`src/rtl/fifo_read_serializer_pkg.sv`:
```
// Shared helpers for the FIFO read serializer: slice-count derivation and
// the width sanity check applied when the block is elaborated.
package fifo_read_serializer_pkg;

  // Counter width for n states; a 1-bit counter is kept even when n == 1.
  function automatic int clog2_min1(input int n);
    int r;
    r = 0;
    while ((1 << r) < n) r++;
    return (r < 1) ? 1 : r;
  endfunction

  function automatic int calc_ratio(input int dw, input int ow);
    return dw / ow;
  endfunction

  function automatic bit widths_ok(input int dw, input int ow);
    return (ow > 0) && (dw >= ow) && ((dw % ow) == 0);
  endfunction

endpackage

```
`src/rtl/fifo_read_serializer_if.sv`:
```
// FIFO read port plus narrow valid/ready slice stream seen by the serializer.
interface fifo_read_serializer_if #(
  parameter int DATA_WIDTH = 32,
  parameter int OUT_WIDTH  = 8
);
  logic                  fifo_rEn;
  logic [DATA_WIDTH-1:0] fifo_rData;
  logic                  fifo_empty;
  logic                  flush;
  logic                  out_valid;
  logic                  out_ready;
  logic [OUT_WIDTH-1:0]  out_data;
  logic                  out_last;

  modport master (
    output fifo_rEn, out_valid, out_data, out_last,
    input  fifo_rData, fifo_empty, flush, out_ready
  );

  modport slave (
    input  fifo_rEn, out_valid, out_data, out_last,
    output fifo_rData, fifo_empty, flush, out_ready
  );
endinterface

```
`src/rtl/fifo_read_serializer.sv`:
```
// Pops wide words from a show-ahead sync FIFO and streams them out as
// RATIO narrow slices, reloading on the last slice so words run back-to-back.
module fifo_read_serializer
  import fifo_read_serializer_pkg::*;
#(
  parameter int DATA_WIDTH = 32,
  parameter int OUT_WIDTH  = 8,
  parameter bit MSB_FIRST  = 1'b0
) (
  input  logic                    clk,
  input  logic                    arst_n,
  fifo_read_serializer_if.master  bus
);

  localparam int RATIO = calc_ratio(DATA_WIDTH, OUT_WIDTH);
  localparam int CW    = clog2_min1(RATIO);
  localparam logic [CW-1:0] LAST_CNT = CW'(RATIO - 1);

  if (!widths_ok(DATA_WIDTH, OUT_WIDTH)) begin : g_bad_width
    $error("fifo_read_serializer: DATA_WIDTH must be a multiple of OUT_WIDTH");
  end

  logic [DATA_WIDTH-1:0]            hold_q;
  logic                             hold_vld;
  logic [CW-1:0]                    cnt;
  logic [RATIO-1:0][OUT_WIDTH-1:0]  slices;
  logic [CW-1:0]                    sel;
  logic                             last;
  logic                             accept;
  logic                             pop;

  assign slices = hold_q;
  assign sel    = MSB_FIRST ? (LAST_CNT - cnt) : cnt;
  assign last   = hold_vld && (cnt == LAST_CNT);
  assign accept = hold_vld && bus.out_ready;

  // Refill when idle or when the last slice leaves; never pop an empty FIFO.
  assign pop = !bus.fifo_empty && !bus.flush && (!hold_vld || (accept && last));

  assign bus.fifo_rEn  = pop;
  assign bus.out_valid = hold_vld;
  assign bus.out_data  = slices[sel];
  assign bus.out_last  = last;

  always_ff @(posedge clk or negedge arst_n) begin
    if (!arst_n) begin
      hold_q   <= '0;
      hold_vld <= 1'b0;
      cnt      <= '0;
    end else if (bus.flush) begin
      // Flush wins over any accept or pop in the same cycle.
      hold_vld <= 1'b0;
      cnt      <= '0;
    end else if (pop) begin
      hold_q   <= bus.fifo_rData;
      hold_vld <= 1'b1;
      cnt      <= '0;
    end else if (accept) begin
      if (last) begin
        hold_vld <= 1'b0;
        cnt      <= '0;
      end else begin
        cnt <= cnt + 1'b1;
      end
    end
  end

endmodule

```
`src/flat_wrapper.sv`:
```
// flat-port wrapper written by rule: the top's interface ports become plain ports
module fifo_read_serializer_flat import fifo_read_serializer_pkg::*;
#(
  parameter int DATA_WIDTH = 32,
  parameter int OUT_WIDTH  = 8,
  parameter bit MSB_FIRST  = 1'b0
)
  (clk, arst_n, bus_fifo_rEn, bus_out_valid, bus_out_data, bus_out_last, bus_fifo_rData, bus_fifo_empty, bus_flush, bus_out_ready);
  fifo_read_serializer_if #(.DATA_WIDTH(DATA_WIDTH), .OUT_WIDTH(OUT_WIDTH)) bus_i ();
  input  logic clk;
  input  logic arst_n;
  output wire logic [$bits(bus_i.fifo_rEn)-1:0] bus_fifo_rEn;
  output wire logic [$bits(bus_i.out_valid)-1:0] bus_out_valid;
  output wire logic [$bits(bus_i.out_data)-1:0] bus_out_data;
  output wire logic [$bits(bus_i.out_last)-1:0] bus_out_last;
  input wire logic [$bits(bus_i.fifo_rData)-1:0] bus_fifo_rData;
  input wire logic [$bits(bus_i.fifo_empty)-1:0] bus_fifo_empty;
  input wire logic [$bits(bus_i.flush)-1:0] bus_flush;
  input wire logic [$bits(bus_i.out_ready)-1:0] bus_out_ready;
  assign bus_fifo_rEn = bus_i.fifo_rEn;
  assign bus_out_valid = bus_i.out_valid;
  assign bus_out_data = bus_i.out_data;
  assign bus_out_last = bus_i.out_last;
  assign bus_i.fifo_rData = bus_fifo_rData;
  assign bus_i.fifo_empty = bus_fifo_empty;
  assign bus_i.flush = bus_flush;
  assign bus_i.out_ready = bus_out_ready;
  fifo_read_serializer #(.DATA_WIDTH(DATA_WIDTH), .OUT_WIDTH(OUT_WIDTH), .MSB_FIRST(MSB_FIRST)) u_core (.clk(clk), .arst_n(arst_n), .bus(bus_i));
endmodule
```
`config.mk`:
```
export PLATFORM = sky130hd
export DESIGN_NAME = fifo_read_serializer_flat
export DESIGN_NICKNAME = d
export VERILOG_FILES = /design/src/rtl/fifo_read_serializer_pkg.sv /design/src/rtl/fifo_read_serializer_if.sv /design/src/rtl/fifo_read_serializer.sv /design/src/flat_wrapper.sv
export SDC_FILE = /design/constraint.sdc
export NUM_CORES = 1
export LEC_CHECK = 0
export BUFFER_PORTS_ARGS = -buffer_cell sky130_fd_sc_hd__buf_4
export CAP_MARGIN = 0
export CELL_PAD_IN_SITES_DETAIL_PLACEMENT = 1
export CELL_PAD_IN_SITES_GLOBAL_PLACEMENT = 2
export CORE_MARGIN = 1.5
export CORE_UTILIZATION = 34
export CTS_CLUSTER_DIAMETER = 50
export DETAILED_ROUTE_END_ITERATION = 16
export GPL_TIMING_DRIVEN = 0
export MAX_ROUTING_LAYER = met4
export PLACE_DENSITY_LB_ADDON = 0.1
export RECOVER_POWER = 50
export SYNTH_ARGS = -nofsm -noshare
export SYNTH_HDL_FRONTEND = slang
export SYNTH_SLANG_ARGS = --single-unit
```
`constraint.sdc`:
```
create_clock -name clk -period 2.2 [get_ports clk]
set_input_delay 0.22 -clock clk [delete_from_list [all_inputs] [get_ports clk]]
set_output_delay 0.22 -clock clk [all_outputs]
set_load 0.05 [all_outputs]
```
==> flow_summary.toml, run 1 <==
[run_status]
status = "complete, no violations"

[clock_tree]
cts_tree = "yes"
cts-root-buf = "clkbuf_8"
ctsLongestPathBuffers = 2
clock-sinks = 35
cts_buffers = 5
cts.htree.levels = 2
clk_pin_slew_ns = 0.07
clk_latency_ns = 0.28

[logic_synthesis]
synth_area_um2 = 1548
synth-seq-cells = 35
yosys.area.top_type_share = 0.5659
yosysTopAreaCell = "dfrtp_1"
netlist_instances = 92
synth_cell_types = 16
syn-num-nets = 130
synth_seq_area_share = 0.5659
synth.area.top_cells = "dfrtp_1 57%, mux2_2 22%, mux4_2 12%, buf_6 2.2%, mux2_1 1.5%"
postSynthAreaPerCell_um2 = 16.82
ys_warn_count = 0

[floorplanning]
die_x_um = 70.47
start_util = 0.3555
dieArea_um2 = 4966
ios = 48
core_area_um2 = 4354
num_rows = 24
die_y_um = 70.47

[sta]
worstMarginPinSlew_ns = 0.8840
fin_crit_sh = 0.9258
setup_violations = 0
hold_violations = 0
fin_crit_ns = 2.037
relSlewSlack = 0.4106
rsz0062_at_grt = "false"
setup_tns_ns = 0
maxSlewViolCount = 0
max_freq_ghz = 0.4910
fin_skew_ns = 0.004600
fin_ws_ns = 0.1632

[worst_setup_path]
start_kind = "flop"
path_delay_family = "compound AO/OA/AOI/OAI gates"
cp_max_fo = 10
cp.arrival_ns = 1.82
end_kind = "output port"
path_cells = "ha_1 > nand2_1 > a211oi_4 > buf_6 > buf_4"
worst_path_max_delay_cell = "a211oi_4"
critPathRequiredTime_ns = 1.98
criticalPathCategory = "flop to output port"
critPathMaxStageDelay_ns = 0.45
timing.critical_path.buf_inv = 2

[worst_hold_path]
hp-class = "primary input to flop"

[layout]
utilization = 0.4707
nNetsFinal = 185
mostFrequentLayoutCells = "44 x buf_4, 35 x dfrtp_1, 30 x mux2_2"
area_growth_pct = 32.42
instances_no_fill = 200
layout_commonest_cell = "buf_4"
drive_above_1_share = 0.6486
diodes = 0

[global_route]
grt_max_degree = 36
antenna_found_initial = 0
grt_pass1_vias = 1106
grt_busiest_layer = "met2"
overflow = 0
grt_pass1_wl_um = 5313
gr-usage-met2 = 0.2348
met3_usage = 0.04618
grt_use_met1 = 0.1789
track_usage = 0.1460

[power_and_ir_drop]
p_leak_nw = 0.9092
total_power_w = 0.001709
power_density_nw_per_um2 = 834.0
ir_drop_mv = 0.4531

[placement]
dp_hpwl_um = 2299
placed_cells_incl_taps = 191
routabilityCongestion = 0.7779
io_buffers = 47
dp_slack_ns = 0.3540

[route]
drt_wl_total_um = 3190
drtIter0Drc = 11
num_vias = 987
ant_nets = 0
post-route-drc-count = 0
viasPerCell = 4.935
wl_per_cell_um = 15.95
drt_first_pass_iters = 3

[flow_run]
max_cap_violations = 0
[state kept, by name, summed over array words and instances (netlist names)]
signal and count:
u_core.cnt 2, u_core.hold_q 32, u_core.bus.out_valid 1
[per-stage QoR]
stage	cell area (um^2)	hold slack, ns
global route	2049	0.1277
detailed placement	1966	0.2070
finish	2049	0.1365
global placement	1966	0.1980
floorplan	1548	-0.07559
CTS	2059	0.1279
[logic make-up (layout without fill, tap and decap cells)]
| logic type | Yosys count | after routing | share of synthesized area |
|---|---|---|---|
| buffers and inverters | 5 | 61 | 0.02748 |
| AND/OR/NAND/NOR | 6 | 6 | 0.01859 |
| multiplexers | 41 | 41 | 0.3557 |
| AO/OA/AOI/OAI | 4 | 4 | 0.02425 |
| adder cells (fa/ha/maj) | 1 | 1 | 0.008083 |
| flip-flops | 35 | 35 | 0.5659 |
[routing by layer]
metal | vias to the layer above | part of all wire
li1 | 450 | -
met1 | 501 | 0.43
met2 | 31 | 0.50
met3 | 5 | 0.058
met4 | 0 | 0.014
met5 | - | 0
[report_power, final]
group	switching (W)	internal, W
Clock	0.000229	0.000216
Combinational	0.000225	0.000227
Sequential	0.0000536	0.000759
Total	0.000507	0.00120
[layout make-up]
| cell class | instances | area, um^2 |
|---|---|---|
| buffer | 5 | 42.54 |
| clock buffer | 5 | 68.82 |
| clock inverter | 3 | 15.01 |
| fill | 436 | 2305 |
| multi-input combinational | 52 | 629.4 |
| sequential | 35 | 875.8 |
| tap | 52 | 65.06 |
| timing repair buffer | 48 | 352.8 |
[worst register-to-register path, cell delays in order, from the launching register on]
cell and delay (ns):
dfrtp_1 0.35, ha_1 0.18, nand2_1 0.11, a211oi_4 0.45, buf_6 0.23, mux2_2 0.35
[final timing paths]
kind | start | to | slack (ns) | depth (start not counted)
worst min register to register | u_core.hold_q[10] | u_core.hold_q[10] | 0.49 | 1
max in group asynchronous | arst_n | u_core.hold_q[9] | 1.06 | 2
worst max-delay path | u_core.cnt[1] | bus_fifo_rEn | 0.16 | 5
worst min-delay path | bus_flush | u_core.bus.out_valid | 0.14 | 2
worst max register to register | u_core.cnt[1] | u_core.hold_q[9] | 0.40 | 5
min in group asynchronous | arst_n | u_core.hold_q[23] | 0.59 | 2
[Yosys cell counts, drive strengths merged]
| library cell | instances |
|---|---|
| mux2 | 32 |
| nand2 | 3 |
| ha | 1 |
| nor3 | 1 |
| mux4 | 8 |
| and2 | 1 |
| a21oi | 2 |
| mux2i | 1 |
| or3 | 1 |
| dfrtp | 35 |
| a211oi | 1 |
| o211ai | 1 |
| buf | 5 |
[what timing repair did]
| action | 4_1_cts | 5_1_grt |
|---|---|---|
| hold endpoints to repair | 35 | 0 |
| buffers inserted | 0 | 0 |
| gates resized for setup | 0 | 0 |
| hold buffers | 1 | 0 |
| endpoints found under the setup margin | 0 | 1 |
Note: power is estimated with default switching activity, not from simulation.
==> run 2: changes to the inputs <==
- clock period: 2.2 -> 1.9 ns (I/O delays scaled with it)
==> flow_summary.toml, run 2 (synthesized netlist as in run 1, its figures left out) <==
[placement]
dp_hpwl_um = 2299
routabilityCongestion = 0.7779
dp_slack_ns = 0.05404
io_buffers = 47
place_area_um2 = 1966

[worst_setup_path]
r2r_end = "u_core.hold_q[9]"
end_kind = "output port"
ff2ff_setup_slack_ns = 0.16
critPathMaxStageDelay_ns = 0.54
cp_max_fo = 10
ff2ff_path_depth = 6
path_common_cell = "buf_4"
critPathRequiredTime_ns = 1.71
worst_path_max_delay_cell = "mux4_2"
path_cells = "buf_4 > mux4_2 > buf_4"
criticalPathCategory = "flop to output port"
cp.arrival_ns = 1.62
start_kind = "flop"
r2r-start = "u_core.cnt[0]"

[worst_hold_path]
hold_path_end = "u_core.bus.out_valid"
worstHoldStart = "bus_flush"
hp-class = "primary input to flop"
hold_depth = 2

[sta]
max_freq_ghz = 0.5536
maxSlewViolCount = 0
fin_crit_sh = 0.9507
fin_crit_ns = 1.806
fin_skew_ns = 0.004235
setup_violations = 0
rsz0062_at_grt = "true"
worstMarginPinSlew_ns = 0.8791
relSlewSlack = 0.4140
hold_violations = 0
fin_ws_ns = 0.09360

[clock_tree]
cts_buffers = 5
cts_tree = "yes"
cts-root-buf = "clkbuf_8"
ctsLongestPathBuffers = 2
clk_pin_slew_ns = 0.07
clock-sinks = 35
cts.htree.levels = 2
clk_latency_ns = 0.28

[floorplanning]
die_y_um = 70.47
die_x_um = 70.47
num_rows = 24
start_util = 0.3555
core_area_um2 = 4354
ios = 48
dieArea_um2 = 4966

[global_route]
track_usage = 0.1473
antenna_found_initial = 0
grt_max_degree = 36
grt_pass1_wl_um = 5361
met3_usage = 0.04618
gr-usage-met2 = 0.2369
overflow = 0
grt_pass1_vias = 1113
grt_use_met1 = 0.1808
grt_busiest_layer = "met2"

[layout]
multiInputGateArea_um2 = 629.4
regArea_um2 = 875.8
drive_above_1_share = 0.6644
final_area_um2 = 2064
area_growth_pct = 33.39
utilization = 0.4741
regMostFlops = "u_core.hold_q"
nNetsFinal = 186
mostFrequentLayoutCells = "47 x buf_4, 35 x dfrtp_1, 30 x mux2_2"
fill_cells = 435
diodes = 0
layout_commonest_cell = "buf_4"
largest_reg_flops = 32

[route]
post-route-drc-count = 0
drt_wl_total_um = 3213
viasPerCell = 4.930
drt_first_pass_iters = 3
ant_nets = 0
num_vias = 991
wl_per_cell_um = 15.99
drtIter0Drc = 14

[power_and_ir_drop]
p_leak_nw = 0.9232
power_density_nw_per_um2 = 959.5
ir_drop_mv = 0.5230

[run_status]
status = "complete, no violations"

[flow_run]
max_cap_violations = 0
run 2: cell count changes in the layout (fill, tap and decap cells not counted), sizes merged:
cell,previous run,this run
buf,49,51
clkbuf,8,7
run 2: cell type report:
| class | count | area share |
|---|---|---|
| Clock inverter | 3 | 0.007273 |
| Multi-Input combinational cell | 52 | 0.3048 |
| Clock buffer | 5 | 0.03333 |
| Tap cell | 52 | 0.03152 |
| Timing Repair Buffer | 49 | 0.1764 |
| Sequential cell | 35 | 0.4242 |
| Buffer | 5 | 0.02242 |
run 2: per-stage QoR:
step | TNS (ns) | total power [W] | hold slack (ns) | cells
finish | 0 | 0.001981 | 0.1065 | 201
global route | -0.002666 | 0.002103 | 0.09772 | 201
CTS | 0 | 0.002024 | 0.09789 | 201
detailed placement | 0 | 0.001489 | 0.1770 | 191
global placement | 0 | 0.001470 | 0.1680 | 191
floorplan | 0 | 0.001302 | -0.1056 | 92
run 2: worst max-delay path by stage:
stage | slack, ns | cells after the start | startpoint | endpoint
5_1_grt | -0.003 | 3 | u_core.cnt[0] | bus_out_data[4]
2_1_floorplan | 0.13 | 3 | u_core.bus.out_valid | u_core.hold_q[0]
3_3_place_gp | 0.09 | 5 | u_core.cnt[0] | u_core.hold_q[14]
6_report | 0.09 | 3 | u_core.cnt[0] | bus_out_data[4]
3_5_place_dp | 0.05 | 5 | u_core.cnt[1] | u_core.hold_q[9]
4_1_cts | 0.05 | 3 | u_core.cnt[0] | bus_out_data[4]
run 2: where the power goes:
| part | total (W) | switching [W] | leakage [nW] | internal (W) |
|---|---|---|---|---|
| clock network | 0.000515 | 0.000264 | 0.0477 | 0.000251 |
| logic | 0.000526 | 0.000260 | 0.459 | 0.000265 |
| registers | 0.000941 | 0.0000623 | 0.417 | 0.000878 |
| total | 0.00198 | 0.000586 | 0.923 | 0.00139 |
run 2: what timing repair did:
action / 4_1_cts / 5_1_grt
hold endpoints to repair: 35 / 0
resized for setup: 2 / 0
endpoints found under the setup margin: 9 / 1
pin swaps: 1 / 0
hold buffers: 1 / 0
setup buffers: 1 / 0
run 2: worst max-delay path: cells and delay by family, from the launching register on:
family                 cells  cell delay [ns]
DFF                        1             0.35
muxes                      1             0.54
buffers and inverters      2             0.44
run 2: metal layers:
layer | vias to the layer above | share of wire | wire (um)
met5 | - | 0 | 0
met4 | 0 | 0.014 | 46
met3 | 5 | 0.057 | 183
met2 | 31 | 0.50 | 1594
met1 | 504 | 0.43 | 1389
li1 | 451 | - | -
==> run 3: changes to the inputs <==
- CORE_ASPECT_RATIO: not set -> 1.75
- CORE_UTILIZATION: 34 -> 37
- clock period: 1.9 -> 2.1 ns (I/O delays scaled with it)
==> flow_summary.toml, run 3 (synthesized netlist as in run 1, its figures left out) <==
[floorplanning]
start_util = 0.3800
die_y_um = 88.56
die_x_um = 51.89
core_area_um2 = 4073
num_rows = 31
dieArea_um2 = 4595
ios = 48

[route]
viasPerCell = 5.005
ant_nets = 0
post-route-drc-count = 0
wl_per_cell_um = 17.61
drtIter0Drc = 13
drt_first_pass_iters = 3
drt_wl_total_um = 3504
num_vias = 996

[worst_setup_path]
criticalPathCategory = "flop to output port"
ff2ff_setup_slack_ns = 0.27
start_kind = "flop"
cp_max_fo = 9
critPathRequiredTime_ns = 1.89
cp.arrival_ns = 1.74
end_kind = "output port"

[power_and_ir_drop]
power_density_nw_per_um2 = 931.2
p_leak_nw = 0.9333
ir_drop_mv = 0.7269
total_power_w = 0.001950

[layout]
fill_cells = 414
mostFrequentLayoutCells = "46 x buf_4, 35 x dfrtp_1, 30 x mux2_2"
regMostFlops = "u_core.hold_q"
drive_above_1_share = 0.6533
largest_reg_flops = 32
nNetsFinal = 187
final_area_um2 = 2095
layout_commonest_cell = "buf_4"
diodes = 0
area_growth_pct = 35.33

[clock_tree]
clk_pin_slew_ns = 0.07
cts-root-buf = "clkbuf_8"
clock-sinks = 35
cts.htree.levels = 2
ctsResizeCount = 0
cts_tree = "yes"
cts_buffers = 5
clk_latency_ns = 0.28
ctsLongestPathBuffers = 2

[sta]
worstMarginPinSlew_ns = 0.8697
setup_tns_ns = 0
setup_violations = 0
hold_violations = 0
maxSlewViolCount = 0
max_freq_ghz = 0.5126
rsz0062_at_grt = "false"
fin_crit_ns = 1.951
fin_skew_ns = 0.008386
relSlewSlack = 0.4202
fin_crit_sh = 0.9290

[placement]
dp_hpwl_um = 2569
place_area_um2 = 1962
routabilityCongestion = 0.7006
io_buffers = 47

[worst_hold_path]
hp-class = "primary input to flop"

[global_route]
antenna_found_initial = 0
grt_pass1_wl_um = 5713
grt_max_degree = 36
track_usage = 0.1840
grt_pass1_vias = 1178
overflow = 0

[flow_run]
max_cap_violations = 0

[run_status]
status = "complete, no violations"
-- run 3: changes by cell type in the layout (fill, tap and decap cells not counted), sizes merged --
cell,delta
clkinv,-2
bufinv,+1
clkbuf,+2
-- run 3: critical path: stages, from the launching register on --
cell and delay, ns:
dfrtp_1 0.35, buf_1 0.49, mux4_2 0.41, buf_4 0.21
-- run 3: path summary, 6_finish.rpt --
path,start,endpoint,cells after the start
worst max-delay path,u_core.cnt[1],bus_out_data[4],3
worst min-delay path,bus_flush,u_core.cnt[0],2
worst max register to register,u_core.cnt[0],u_core.hold_q[13],6
worst min register to register,u_core.hold_q[11],u_core.hold_q[11],1
max in group asynchronous,arst_n,u_core.hold_q[21],2
min in group asynchronous,arst_n,u_core.hold_q[23],2
-- run 3: layer usage --
metal  vias to the layer above  routed length, um  global-route usage
li1                        452                  -                   -
met1                       509               1243              0.1905
met2                        33               2063              0.3222
met3                         2                164             0.04561
met4                         0                 32             0.07895
met5                         -                  0                   -
-- run 3: metrics by stage --
step / hold slack (ns) / util / worst slack (ns) / instances
final: 0.1285 / 0.5143 / 0.1490 / 199
after global routing: 0.1183 / 0.5143 / 0.04641 / 199
after CTS: 0.1160 / 0.5131 / 0.01732 / 197
after detailed placement: 0.1862 / 0.4817 / 0.2521 / 188
after global placement: 0.1778 / 0.4817 / 0.2999 / 188
after floorplan: -0.08559 / - / 0.3282 / 92
-- run 3: power by group --
part           internal (W)  leakage (nW)  switching (W)
clock              0.000384        0.0612       0.000229
sequential         0.000795         0.417      0.0000623
combinational      0.000241         0.455       0.000240
total               0.00142         0.933       0.000531
-- run 3: cell type report --
type / count / area, um^2 / area share
Clock buffer: 6 / 82.58 / 0.03943
Multi-Input combinational cell: 52 / 629.4 / 0.3005
Buffer: 5 / 42.54 / 0.02031
Timing Repair Buffer: 50 / 367.9 / 0.1756
Sequential cell: 35 / 875.8 / 0.4182
Tap cell: 49 / 61.31 / 0.02927
Clock inverter: 2 / 35.03 / 0.01673
-- run 3: timing repair --
item,4_1_cts,5_1_grt
gates cloned,0,0
hold endpoints to repair,35,0
setup endpoints to repair,1,1
pin swaps,1,1
setup buffers,0,2
hold buffers,1,0
